--- config.mk ---
export PLATFORM = sky130hd
export DESIGN_NAME = alsu_cmd_issuer
export DESIGN_NICKNAME = d
export VERILOG_FILES = /design/src/rtl/alsu_cmd_issuer_pkg.sv /design/src/rtl/alsu_cmd_fifo.sv /design/src/rtl/alsu_cmd_issuer.sv
export SDC_FILE = /design/constraint.sdc
export NUM_CORES = 1
export LEC_CHECK = 0
export ABC_AREA = 1
export BUFFER_PORTS_ARGS = -buffer_cell sky130_fd_sc_hd__buf_2
export CAP_MARGIN = 20
export CELL_PAD_IN_SITES_DETAIL_PLACEMENT = 2
export CELL_PAD_IN_SITES_GLOBAL_PLACEMENT = 2
export CORE_UTILIZATION = 30
export DETAILED_ROUTE_END_ITERATION = 10
export PLACE_DENSITY_LB_ADDON = 0.1
export REMOVE_ABC_BUFFERS = 1
export SLEW_MARGIN = 25
export SYNTH_ARGS = -nofsm -noshare
export SYNTH_HDL_FRONTEND = slang
export SYNTH_SLANG_ARGS = --single-unit
export TNS_END_PERCENT = 50
--- constraint.sdc ---
create_clock -name clk -period 3.4 [get_ports clk]
set_clock_uncertainty 0.2 [all_clocks]
set_input_delay 0.17 -clock clk [delete_from_list [all_inputs] [get_ports clk]]
set_output_delay 0.17 -clock clk [all_outputs]
set_load 0.03 [all_outputs]
--- src/rtl/alsu_cmd_issuer_pkg.sv ---
// alsu_cmd_issuer_pkg: command layout, opcode names and ALSU timing shared by the issue stage
package alsu_cmd_issuer_pkg;
    typedef enum logic [2:0] {
        OR        = 3'd0,
        XOR       = 3'd1,
        ADD       = 3'd2,
        MULT      = 3'd3,
        SHIFT     = 3'd4,
        ROTATE    = 3'd5,
        INVALID_6 = 3'd6,
        INVALID_7 = 3'd7
    } opcode_e;
    typedef struct packed {
        opcode_e           opcode;
        logic signed [2:0] a;
        logic signed [2:0] b;
        logic              cin;
        logic              serial_in;
        logic              red_op_a;
        logic              red_op_b;
        logic              bypass_a;
        logic              bypass_b;
        logic              direction;
    } alsu_cmd_t;
    localparam int ALSU_LAT_C = 2;
endpackage

--- src/rtl/alsu_cmd_fifo.sv ---
// alsu_cmd_fifo: synchronous command FIFO with flush, occupancy count and full/empty flags
module alsu_cmd_fifo
    import alsu_cmd_issuer_pkg::*;
#(
    parameter int DEPTH = 4
) (
    input  logic                     clk,
    input  logic                     rst,
    input  logic                     flush,
    input  logic                     push,
    input  logic                     pop,
    input  alsu_cmd_t                din,
    output alsu_cmd_t                dout,
    output logic [$clog2(DEPTH):0]   count,
    output logic                     full,
    output logic                     empty
);
    localparam int AW = $clog2(DEPTH);
    localparam int CW = AW + 1;
    alsu_cmd_t       mem [DEPTH];
    logic [AW-1:0]   wr_ptr;
    logic [AW-1:0]   rd_ptr;
    logic            wr;
    logic            rd;
    assign full  = count == CW'(DEPTH);
    assign empty = count == '0;
    assign wr    = push && !full && !rst && !flush;
    assign rd    = pop && !empty && !rst && !flush;
    assign dout  = mem[rd_ptr];
    // storage is not reset; only entries below the count are ever read
    always_ff @(posedge clk) begin
        if (wr) mem[wr_ptr] <= din;
    end
    // pointers wrap naturally because DEPTH is a power of two
    always_ff @(posedge clk) begin
        if (rst || flush) begin
            wr_ptr <= '0;
            rd_ptr <= '0;
            count  <= '0;
        end else begin
            if (wr) wr_ptr <= wr_ptr + 1'b1;
            if (rd) rd_ptr <= rd_ptr + 1'b1;
            count <= count + CW'(wr) - CW'(rd);
        end
    end
endmodule

--- src/rtl/alsu_cmd_issuer.sv ---
// alsu_cmd_issuer: buffers ALSU commands, drives ALSU pins one per cycle and tags results
module alsu_cmd_issuer
    import alsu_cmd_issuer_pkg::*;
#(
    parameter int DEPTH        = 4,
    parameter int ALSU_LATENCY = ALSU_LAT_C
) (
    input  logic                   clk,
    input  logic                   rst,
    input  logic                   flush,
    input  logic                   cmd_valid,
    output logic                   cmd_ready,
    input  alsu_cmd_t              cmd_data,
    input  logic                   issue_en,
    output logic [2:0]             opcode,
    output logic signed [2:0]      A,
    output logic signed [2:0]      B,
    output logic                   cin,
    output logic                   serial_in,
    output logic                   red_op_A,
    output logic                   red_op_B,
    output logic                   bypass_A,
    output logic                   bypass_B,
    output logic                   direction,
    output logic                   issue_valid,
    output logic                   result_valid,
    output logic [$clog2(DEPTH):0] count
);
    alsu_cmd_t               head;
    alsu_cmd_t               cmd_q;
    logic                    full;
    logic                    empty;
    logic                    push;
    logic                    pop;
    logic [ALSU_LATENCY-1:0] tag;
    assign cmd_ready    = !rst && !flush && !full;
    assign push         = cmd_valid && cmd_ready;
    assign pop          = issue_en && !empty && !flush && !rst;
    assign result_valid = tag[ALSU_LATENCY-1];
    assign opcode       = cmd_q.opcode;
    assign A            = cmd_q.a;
    assign B            = cmd_q.b;
    assign cin          = cmd_q.cin;
    assign serial_in    = cmd_q.serial_in;
    assign red_op_A     = cmd_q.red_op_a;
    assign red_op_B     = cmd_q.red_op_b;
    assign bypass_A     = cmd_q.bypass_a;
    assign bypass_B     = cmd_q.bypass_b;
    assign direction    = cmd_q.direction;
    alsu_cmd_fifo #(.DEPTH(DEPTH)) u_fifo (
        .clk   (clk),
        .rst   (rst),
        .flush (flush),
        .push  (push),
        .pop   (pop),
        .din   (cmd_data),
        .dout  (head),
        .count (count),
        .full  (full),
        .empty (empty)
    );
    // ALSU pins only change on an issue so the ALSU sees stable inputs otherwise; flush keeps them
    always_ff @(posedge clk) begin
        if (rst) begin
            cmd_q       <= '0;
            issue_valid <= 1'b0;
            tag         <= '0;
        end else if (flush) begin
            issue_valid <= 1'b0;
            tag         <= '0;
        end else begin
            if (pop) cmd_q <= head;
            issue_valid <= pop;
            tag         <= (tag << 1) | ALSU_LATENCY'(issue_valid);
        end
    end
endmodule

==> metrics.md, run 1 <==
| Metric | Value |
|---|---|
| Status | finished, final reports clean |
| Clock sink count | 90 |
| # diodes | 0 |
| DIE WIDTH | 116 um |
| Pin count of the biggest net entering global routing | 38 |
| RePlAce Congestion | 0.668 |
| Post-synth ARST share | 0 |
| Pwr/cell area | 467 nW/um^2 |
| Avg Inst Size Synth | 9.10 sq um |
| Clock slew seen by the registers of the worst setup and hold paths | 0.06 ns |
| Post-Syn Instances | 429 |
| Post-synthesis adder-cell area fraction | 0.0244 |
| Peak supply drop | 0.000310 V |
| Clk Tree Root Cell | clkbuf_16 |
| TritonCTS clock tree | yes |
| Mux contribution to synthesized area | 0 |
| Core Util, Final | 0.376 |
| Most frequent cells in the layout | 126 x nand2_1, 99 x inv_1, 64 x edfxtp_1, 46 x nor2_1, 42 x buf_2 |
| Fillers | 1,429 |
| Layout cell share with drive strength beyond 1 | 0.132 |
| Area of the core | 12,700 sq um |
| Crit path kind | input pin to flop |
| Compound-gate portion of the synthesized area | 0.00256 |
| Largest family of logic cells by synthesized area | simple AND/OR/NAND/NOR gates |
| Number of flops mapped to enable cells by yosys | 64 |
| RSZ-0062 raised after global routing | false |
| Total power | 0.00222 W |
| Vias/cell | 4.31 |
| Grt total ovfl | 0 |
| DR WL/cell | 14.6 um |
| Resize count post-CTS | 0 |
| DIE HEIGHT | 116 um |
| Commonest non-fill, non-tap cell in the layout | nand2_1 |
| Worst slew pin tran | 0.664 ns |
| 1st-pass router iterations | 4 |
| Clock Latency Late Sink | 0.34 ns |
| Vias in the first global route | 3,085 |
| Worst Hold Class | input pin to flop |
| Yosys Warn Count | 0 |
| Post-route ant nets | 0 |
| Cts bufs inserted | 9 |
| Max_cap viols | 0 |
| HPWL Detailed | 6240 um |
| Met1 wire length | 4380 um |
| Placed cell count | 635 |
| Setup crit start kind | input pin |
| Simple-Gate Fraction of Synth Area | 0.222 |
| Top Layer Used | met4 |
| Post-Route WL | 9790 um |
| Worst Path Arrival | 2.80 ns |
| Met2 routed WL | 5030 um |
| IO Port Bufs | 42 |
| Nature of the critical path endpoint | flop |
| Distinct cells, synth | 19 |
| Met3 wire len | 217 um |
| Hold Slack | 0.0285 ns |
| Max Slew Vio Count | 0 |
| Tot GR Track Use | 0.164 |
| DRT iter0 DRCs | 78 |
| Final hold vios | 0 |
| Slew HR | 0.557 |
| Crit share post-route | 0.811 |
| Setup-failing EPs final | 0 |
| Max FO, Critical Path | 37 |
| H-tree levels | 3 |
| LEAKAGE | 2.29 nW |
| Minimum clock period | 2.76 ns |
| Num rows | 41 |
| Starting density of the core | 0.308 |
| Required @ worst endpoint | 3.44 ns |
| First-pass GRT wire length | 15,900 um |
| Final-stage net count | 522 |
| Yosys reg bits | 90 |
| Drt drc | 0 |
| Mapped Area | 3900 sq um |
| Clock Tree Buf Depth | 2 |
| DIE AREA | 13,500 sq um |
| Synth Flop Type | edfxtp_1 |
| Setup_tns | 0 ns |
| IO Pins | 43 |
| Final std cells w/o fill | 671 |
| Via count | 2,892 |
| Max Fclk | 363 MHz |
| Post-synthesis sequential area ratio | 0.626 |
| Synth Area in XOR/XNOR | 0.00224 |
| Area growth from synthesis to final layout | 22.0% |
| Initial antenna violation count | 0 |
==> metal layers <==
layer | GRT usage | vias to the layer above
met5 | 0 | -
met4 | 0.0667 | 0
met3 | 0.0319 | 11
met2 | 0.286 | 28
met1 | 0.199 | 1433
li1 | - | 1420
==> logic make-up after synthesis <==
family,after synthesis
buf+inv,117
compound gates,2
fa+ha+maj,7
simple gates,212
xor+xnor,1
flops,90
==> sequential cells by signal, summed over array words and instances (netlist names), 2 cells and up <==
register       flops
A                  3
B                  3
opcode             3
tag                2
u_fifo.count       3
u_fifo.mem        64
u_fifo.rd_ptr      2
u_fifo.wr_ptr      2
==> cell usage after synthesis (2+ instances only) <==
master / count / share of area
nand2_4: 2 / 0.0058
nor2_1: 46 / 0.044
nand3_1: 35 / 0.045
inv_2: 3 / 0.0029
buf_6: 2 / 0.0058
inv_1: 99 / 0.095
ha_1: 6 / 0.019
dfxtp_1: 26 / 0.13
buf_4: 3 / 0.0058
edfxtp_1: 64 / 0.49
a21oi_1: 2 / 0.0026
buf_2: 9 / 0.012
nand2_1: 126 / 0.12
==> area by class of cell <==
type / count / area (sq um) / share of cell area
multi-input combinational: 222 / 981 / 0.206
clock inverter: 5 / 45.0 / 0.00946
timing repair buffer: 68 / 455 / 0.0957
clock buffer: 11 / 233 / 0.0489
sequential: 90 / 2440 / 0.513
inverter: 103 / 389 / 0.0817
tap: 172 / 215 / 0.0452
==> path summary, 6_finish.rpt <==
kind	from	end	slack, ns	cells after the start
hold / removal	issue_en	u_fifo.rd_ptr[1]	0.03	5
setup / recovery	rst	u_fifo.count[2]	0.64	15
hold reg to reg	tag[0]	tag[1]	0.21	2
setup reg to reg	u_fifo.count[1]	u_fifo.count[2]	0.76	12
==> what timing repair did <==
| item | 4_1_cts | 5_1_grt |
|---|---|---|
| setup endpoints to repair | 0 | 0 |
| buffers inserted | 0 | 0 |
| hold endpoints to repair | 82 | 0 |
| hold buffers | 20 | 0 |
==> worst max-delay path, stage by stage <==
cell and delay [ns]:
dlygate4sd3_1 0.53, buf_2 0.14, inv_4 0.10, nand2_4 0.14, nor2_4 0.05, nand2_4 0.30, inv_1 0.08, ha_1 0.29
inv_1 0.04, ha_1 0.18, fa_1 0.38, xnor2_1 0.20, nand2_1 0.07, nand2_1 0.06, nor2_1 0.04
==> report_power, final <==
group           total, W  switching, W  internal (W)  leakage [nW]
clock           0.000952      0.000392      0.000560         0.134
sequential       0.00119    0.00000379       0.00118         0.788
combinational  0.0000851     0.0000494     0.0000357          1.37
total            0.00222      0.000446       0.00178          2.29
==> through the flow <==
step                area, sq um  setup WS (ns)
floorplan                  3810          0.901
global placement           4280          0.832
detailed placement         4280          0.744
CTS                        4760          0.621
global route               4760          0.451
finish                     4760          0.642
No activity file was read; power rests on OpenSTA's default activity.
==> run 2, diff against run 1 <==
clock period = 2.5 ns   (was 3.4 ns; I/O delays follow)
==> run 2 against run 1 <==
Core utilization increased by 0.32 points. Critical path type is now flop to flop. Critical path depth shrank 3. Sequential power grew 35%. Combinational power is 43% higher. Largest cell class unchanged.
==> metrics.md, run 2 (synthesis results as in run 1) <==
| Metric | Value |
|---|---|
| Clk Tree Root Cell | clkbuf_16 (unchanged) |
| Vias/cell | 4.22 (was 4.31) |
| Hold path start | rst (was issue_en) |
| Via count | 2,850 (was 2,892) |
| Clock Latency Late Sink | 0.34 ns (about the same) |
| Clock sink count | 90 (unchanged) |
| Pin count of the biggest net entering global routing | 37 (was 38) |
| FF-to-FF path depth | 12 (unchanged) |
| Pre-CTS WS | 0.109 ns (was 0.744 ns) |
| DIE AREA | 13,500 sq um (unchanged) |
| R2r endpoint | u_fifo.count[2] (unchanged) |
| Reg-to-reg slack, setup | 0.16 ns (was 0.76 ns) |
| LEAKAGE | 2.31 nW (was 2.29 nW) |
| Crit path kind | flop to flop (was input pin to flop) |
| HPWL Detailed | 5990 um (was 6240 um) |
| DIE HEIGHT | 116 um (unchanged) |
| RSZ-0062 raised after global routing | false (unchanged) |
| Starting density of the core | 0.308 (unchanged) |
| Max Slew Vio Count | 0 (unchanged) |
| Area growth from synthesis to final layout | 23.0% (was 22.0%) |
| Pwr/cell area | 622 nW/um^2 (was 467 nW/um^2) |
| Setup crit start kind | flop (was input pin) |
| Post-route ant nets | 0 (unchanged) |
| Setup-failing EPs final | 0 (unchanged) |
| Peak supply drop | 0.000298 V (was 0.000310 V) |
| 1st-pass router iterations | 4 (unchanged) |
| DRT iter0 DRCs | 65 (was 78) |
| Vias in the first global route | 3,110 (was 3,085) |
| TritonCTS clock tree | yes (unchanged) |
| Slew HR | 0.571 (was 0.557) |
| Setup Buffers After CTS | 0 (unchanged) |
| Largest register FFs | 64 (unchanged) |
| IO Pins | 43 (unchanged) |
| DR WL/cell | 14.1 um (was 14.6 um) |
| Clock Tree Buf Depth | 2 (unchanged) |
| Hold Crit Endpoint | u_fifo.count[2] (was u_fifo.rd_ptr[1]) |
| Grt total ovfl | 0 (unchanged) |
| R2R Path Start | u_fifo.count[1] (unchanged) |
| Tot GR Track Use | 0.158 (was 0.164) |
| Total power | 0.00298 W (was 0.00222 W) |
| Final hold vios | 0 (unchanged) |
| Layout cell share with drive strength beyond 1 | 0.147 (was 0.132) |
| Required @ worst endpoint | 2.53 ns (was 3.44 ns) |
| Clock slew seen by the registers of the worst setup and hold paths | 0.06 ns (about the same) |
| Most frequent cells in the layout | 126 x nand2_1, 99 x inv_1, 64 x edfxtp_1, 46 x nor2_1, 42 x buf_2 (unchanged) |
| Max_cap viols | 0 (unchanged) |
| Num rows | 41 (unchanged) |
| Post-route worst setup slack | 0.161 ns (was 0.642 ns) |
| Minimum clock period | 2.34 ns |
| Drt drc | 0 (unchanged) |
| Max FO, Critical Path | 5 (was 37) |
| Worst Hold Class | input pin to flop (unchanged) |
| Fillers | 1,443 (was 1,429) |
| Setup_tns | 0 ns (unchanged) |
| Status | finished, final reports clean (unchanged) |
| DIE WIDTH | 116 um (unchanged) |
| Post-Route WL | 9530 um (was 9790 um) |
| Area of the core | 12,700 sq um (unchanged) |
| Initial antenna violation count | 0 (unchanged) |
| RePlAce Congestion | 0.727 (was 0.668) |
| First-pass GRT wire length | 15,700 um (was 15,900 um) |
| Max Fclk | 428 MHz |
| Worst slew pin tran | 0.643 ns (was 0.664 ns) |
| Hold Path Stages | 5 (unchanged) |
| Commonest non-fill, non-tap cell in the layout | nand2_1 (unchanged) |
| IO Port Bufs | 42 (unchanged) |
| Most flops, register | u_fifo.mem (unchanged) |
| Crit share post-route | 0.936 |
| H-tree levels | 3 (unchanged) |
| Cts bufs inserted | 9 (unchanged) |
| Nature of the critical path endpoint | flop (unchanged) |
| Worst Path Arrival | 2.37 ns (was 2.80 ns) |
| # diodes | 0 (unchanged) |
| Final-stage net count | 527 (was 522) |
[run 2: layer usage]
layer	track usage	part of all wire	vias up
li1	-	-	1425
met1	0.184	0.44	1385
met2	0.289	0.52	30
met3	0.0267	0.025	10
met4	0.0641	0.014	0
met5	0	0	-
[run 2: layout make-up]
class | instances | area (sq um) | area share
Clock buffer | 11 | 243 | 0.0506
Clock inverter | 4 | 27.5 | 0.00573
Timing Repair Buffer | 73 | 495 | 0.103
Tap cell | 172 | 215 | 0.0448
Multi-Input combinational cell | 222 | 988 | 0.206
Inverter | 103 | 389 | 0.0811
Sequential cell | 90 | 2440 | 0.509
[run 2: worst max path at each step]
stage / to / depth (start not counted) / slack (ns) / from
detailed placement: u_fifo.count[2] / 12 / 0.11 / u_fifo.count[1]
global placement: u_fifo.count[2] / 12 / 0.27 / u_fifo.count[1]
floorplan: u_fifo.count[2] / 12 / 0.0007 / u_fifo.count[1]
global route: u_fifo.count[2] / 12 / 0.02 / u_fifo.count[1]
finish: u_fifo.count[2] / 12 / 0.16 / u_fifo.count[1]
CTS: u_fifo.count[2] / 12 / 0.1 / u_fifo.count[1]
[run 2: where the power goes]
part / switching [W] / internal, W / total, W
Combinational: 0.0000695 / 0.0000523 / 0.000122
Clock: 0.000553 / 0.000696 / 0.00125
Sequential: 0.00000447 / 0.00161 / 0.00161
[run 2: repair_timing]
action	in CTS	in global routing
hold buffers	21	0
setup endpoints to repair	0	1
gates resized for setup	0	1
hold endpoints to repair	70	0
[run 2: per-stage QoR]
| step | util | cells | hold WS [ns] | area, sq um |
|---|---|---|---|---|
| final | 0.379 | 675 | 0.0292 | 4800 |
| after global routing | 0.379 | 675 | 0.0486 | 4800 |
| after CTS | 0.378 | 675 | 0.0171 | 4790 |
| after detailed placement | 0.340 | 639 | 0.148 | 4310 |
| after global placement | 0.340 | 639 | 0.136 | 4310 |
| after floorplan | - | 415 | 0.0239 | 3810 |
[run 2: critical path: stages, from the launching register on]
cell	delay (ns)
dfxtp_1	0.36
nor2_2	0.15
nand2_1	0.13
nand2_4	0.09
inv_1	0.04
ha_1	0.26
inv_1	0.04
ha_1	0.19
fa_1	0.42
xnor2_2	0.19
nand2_1	0.08
nand2_1	0.06
nor2_1	0.03
==> run 3, diff against run 2 <==
ABC_AREA = default   (was 1)
GPL_TIMING_DRIVEN = 0   (was default)
==> run 3 against run 2 <==
Worst hold slack worse by 0.0058 ns. Synthesized area down 13%. Worst setup slack worse by 0.013 ns. Highest routed layer unchanged.
==> metrics.md, run 3 <==
| Metric | Value |
|---|---|
| Yosys reg bits | 90 (unchanged) |
| Yosys Warn Count | 0 (unchanged) |
| Distinct cells, synth | 32 (was 19) |
| Setup-failing EPs final | 0 (unchanged) |
| Tot GR Track Use | 0.140 (was 0.158) |
| Clock Power Share | 0.442 (was 0.419) |
| Via count | 1,823 (was 2,850) |
| DIE WIDTH | 109 um (was 116 um) |
| Crit path kind | flop to flop (unchanged) |
| Worst Hold Class | input pin to flop (unchanged) |
| Max FO, Critical Path | 6 (was 5) |
| Drt drc | 0 (unchanged) |
| Clock slew seen by the registers of the worst setup and hold paths | 0.07 ns (was 0.06 ns) |
| 1st-pass router iterations | 4 (unchanged) |
| Post-Route WL | 7290 um (was 9530 um) |
| Max Fclk | 425 MHz (was 428 MHz) |
| HPWL Detailed | 4540 um (was 5990 um) |
| Starting density of the core | 0.312 (was 0.308) |
| Final hold vios | 0 (unchanged) |
| Status | finished, final reports clean (unchanged) |
| Grt total ovfl | 0 (unchanged) |
| Cts bufs inserted | 9 (unchanged) |
| H-tree levels | 3 (unchanged) |
| Sw power | 0.000646 W (was 0.000628 W) |
| Area growth from synthesis to final layout | 24.4% (was 23.0%) |
| Clock sink count | 90 (unchanged) |
| Worst slew pin tran | 0.961 ns (was 0.643 ns) |
| Largest register FFs | 64 (unchanged) |
| Pwr/cell area | 728 nW/um^2 (was 622 nW/um^2) |
| Placed cell count | 351 (was 639) |
| Clock Latency Late Sink | 0.33 ns (was 0.34 ns) |
| Vias/cell | 4.71 (was 4.22) |
| IO Port Bufs | 42 (unchanged) |
| Post-synth ARST share | 0 (unchanged) |
| Fillers | 1,088 (was 1,443) |
| Internal Power | 0.00244 W (was 0.00236 W) |
| Max Slew Vio Count | 0 (unchanged) |
| Worst Path Arrival | 2.38 ns (was 2.37 ns) |
| Logic pwr share | 0.035 (was 0.041) |
| Nature of the critical path endpoint | flop (unchanged) |
| Num rows | 38 (was 41) |
| LEAKAGE | 1.56 nW (was 2.31 nW) |
| Delay-heaviest family, CP | adder cells (unchanged) |
| Clk Tree Root Cell | clkbuf_16 (unchanged) |
| Commonest non-fill, non-tap cell in the layout | edfxtp_1 (was nand2_1) |
| Post-route ant nets | 0 (unchanged) |
| DR WL/cell | 18.8 um (was 14.1 um) |
| Core Util, Final | 0.388 (was 0.379) |
| Number of flops mapped to enable cells by yosys | 64 (unchanged) |
| Total power | 0.00309 W (was 0.00298 W) |
| Vias in the first global route | 2,023 (was 3,110) |
| Clock Tree Buf Depth | 2 (unchanged) |
| Synth area leader | edfxtp_1 (unchanged) |
| Max_cap viols | 0 (unchanged) |
| Mapped Area | 3410 sq um (was 3900 sq um) |
| Pre-CTS WS | -0.224 ns (was 0.109 ns) |
| Area of the core | 10,900 sq um (was 12,700 sq um) |
| RSZ-0062 raised after global routing | false (unchanged) |
| Post-route worst setup slack | 0.148 ns (was 0.161 ns) |
| Minimum clock period | 2.35 ns (was 2.34 ns) |
| Worst Path Buf+Inv | 1 (was 2) |
| Setup crit start kind | flop (unchanged) |
| Post-Syn Instances | 175 (was 429) |
| DRT iter0 DRCs | 46 (was 65) |
| Peak supply drop | 0.000344 V (was 0.000298 V) |
| Required @ worst endpoint | 2.52 ns (was 2.53 ns) |
| Pin count of the biggest net entering global routing | 20 (was 37) |
| IO Pins | 43 (unchanged) |
| # diodes | 0 (unchanged) |
| Synth Flop Type | edfxtp_1 (unchanged) |
| Multi-input logic area | 876 sq um (was 988 sq um) |
| Switching Fraction | 0.209 (was 0.210) |
| Layout cell share with drive strength beyond 1 | 0.312 (was 0.147) |
| Setup_tns | 0 ns (unchanged) |
| First-pass GRT wire length | 11,400 um (was 15,700 um) |
| TritonCTS clock tree | yes (unchanged) |
| CP max stage delay | 0.47 ns (was 0.42 ns) |
| Avg Inst Size Synth | 19.5 sq um (was 9.10 sq um) |
| Count leader, synth | edfxtp_1 (was nand2_1) |
| Most frequent cells in the layout | 64 x edfxtp_1, 42 x buf_2, 24 x dfxtp_1, 18 x dlygate4sd3_1, 16 x a22o_1 (was 126 x nand2_1, 99 x inv_1, 64 x edfxtp_1, 46 x nor2_1, 42 x buf_2) |
| Slowest cell on crit path | dfxtp_1 (was fa_1) |
| Top cells by area, synth | edfxtp_1 56%, dfxtp_1 15%, mux4_1 6.9% (was edfxtp_1 49%, dfxtp_1 13%, nand2_1 12%) |
| Post-synthesis sequential area ratio | 0.717 (was 0.626) |
| Initial antenna violation count | 0 (unchanged) |
| Crit share post-route | 0.941 (was 0.936) |
| Post-synth top area share | 0.564 (was 0.492) |
| Register area | 2440 sq um (about the same) |
| Top cells by count, synth | 64 x edfxtp_1, 26 x dfxtp_1, 16 x a22o_1 (was 126 x nand2_1, 99 x inv_1, 64 x edfxtp_1) |
| Final-stage net count | 270 (was 527) |
| Slew HR | 0.359 (was 0.571) |
| Sequential power share | 0.523 (was 0.540) |
| DIE AREA | 11,800 sq um (was 13,500 sq um) |
| DIE HEIGHT | 109 um (was 116 um) |
| RePlAce Congestion | 0.668 (was 0.727) |
| Most flops, register | u_fifo.mem (unchanged) |
| CP cell instances | nor3_4 > nor4_4 > ha_1 > inv_1 > ha_1 > fa_1 > xnor2_1 > xnor2_1 > nor2_1 (was nor2_2 > nand2_1 > nand2_4 > inv_1 > ha_1 > inv_1 > ha_1 > fa_1 > xnor2_2 > nand2_1 > nand2_1 > nor2_1) |
| Final std cells w/o fill | 387 (was 675) |
run 3: changes by cell type after synthesis, sizes merged, moves of 4 or more:
cell,delta
a22o,+16
and2,+6
and3,+4
buf,-8
inv,-95
mux4,+16
nand2,-127
nand3,-33
nor2,-45
run 3: layer usage:
metal | GRT usage | up-vias | wire (um) | part of all wire
li1 | - | 834 | - | -
met1 | 0.154 | 952 | 2890 | 0.40
met2 | 0.255 | 32 | 4120 | 0.56
met3 | 0.0416 | 5 | 227 | 0.031
met4 | 0.0463 | 0 | 57 | 0.0078
met5 | 0 | - | 0 | 0
run 3: metrics by stage:
step,hold slack [ns],area (sq um)
final,0.0233,4240
after global routing,0.0448,4240
after CTS,0.0266,4230
after detailed placement,0.151,3730
after global placement,0.134,3720
after floorplan,0.00138,3340
run 3: power groups by stage:
stage	registers [W]	clock network [W]	logic [W]
after global routing	0.00161	0.00147	0.000118
after floorplan	0.00165	0	0.0000353
final	0.00161	0.00136	0.000108
after CTS	0.00161	0.00141	0.000109
after detailed placement	0.00165	0	0.0000875
after global placement	0.00165	0	0.0000809
run 3: logic make-up (layout without fill, tap and decap cells):
logic type / count (synthesis) / count (layout) / share of synthesized area
AOI/OAI and AO/OA: 21 / 21 / 0.0562
adders and majority gates: 7 / 7 / 0.0279
and+or+nand+nor: 22 / 22 / 0.0441
muxes: 17 / 17 / 0.119
xor gates and xnor gates: 3 / 3 / 0.00771
DFF: 90 / 90 / 0.717
buffers and inverters: 15 / 87 / 0.0290
run 3: cell type report:
type                            count  share of cell area
Sequential cell                    90               0.577
Multi-Input combinational cell     70               0.207
Timing Repair Buffer               63              0.0974
Clock buffer                        9              0.0531
Tap cell                          140              0.0413
Clock inverter                      7              0.0180
Inverter                            8             0.00708
run 3: final timing paths:
| path | from | to | slack [ns] | cells past startpoint |
|---|---|---|---|---|
| max | u_fifo.count[1] | u_fifo.count[2] | 0.15 | 9 |
| min | rst | u_fifo.count[2] | 0.02 | 3 |
| max reg2reg | u_fifo.count[1] | u_fifo.count[2] | 0.15 | 9 |
| min reg2reg | tag[0] | tag[1] | 0.23 | 1 |
run 3: tightest hold or removal path, delay by kind of cell:
kind          cells  cell delay [ns]
buf+inv           1             0.15
simple gates      2             0.25
run 3: timing repair:
action / 4_1_cts / 5_1_grt
gates resized for setup: 1 / 2
endpoints found under the hold margin: 65 / 0
pin swaps: 1 / 1
endpoints found under the setup margin: 2 / 1
cloned: 0 / 0
buffers inserted: 1 / 1
hold buffers: 18 / 0
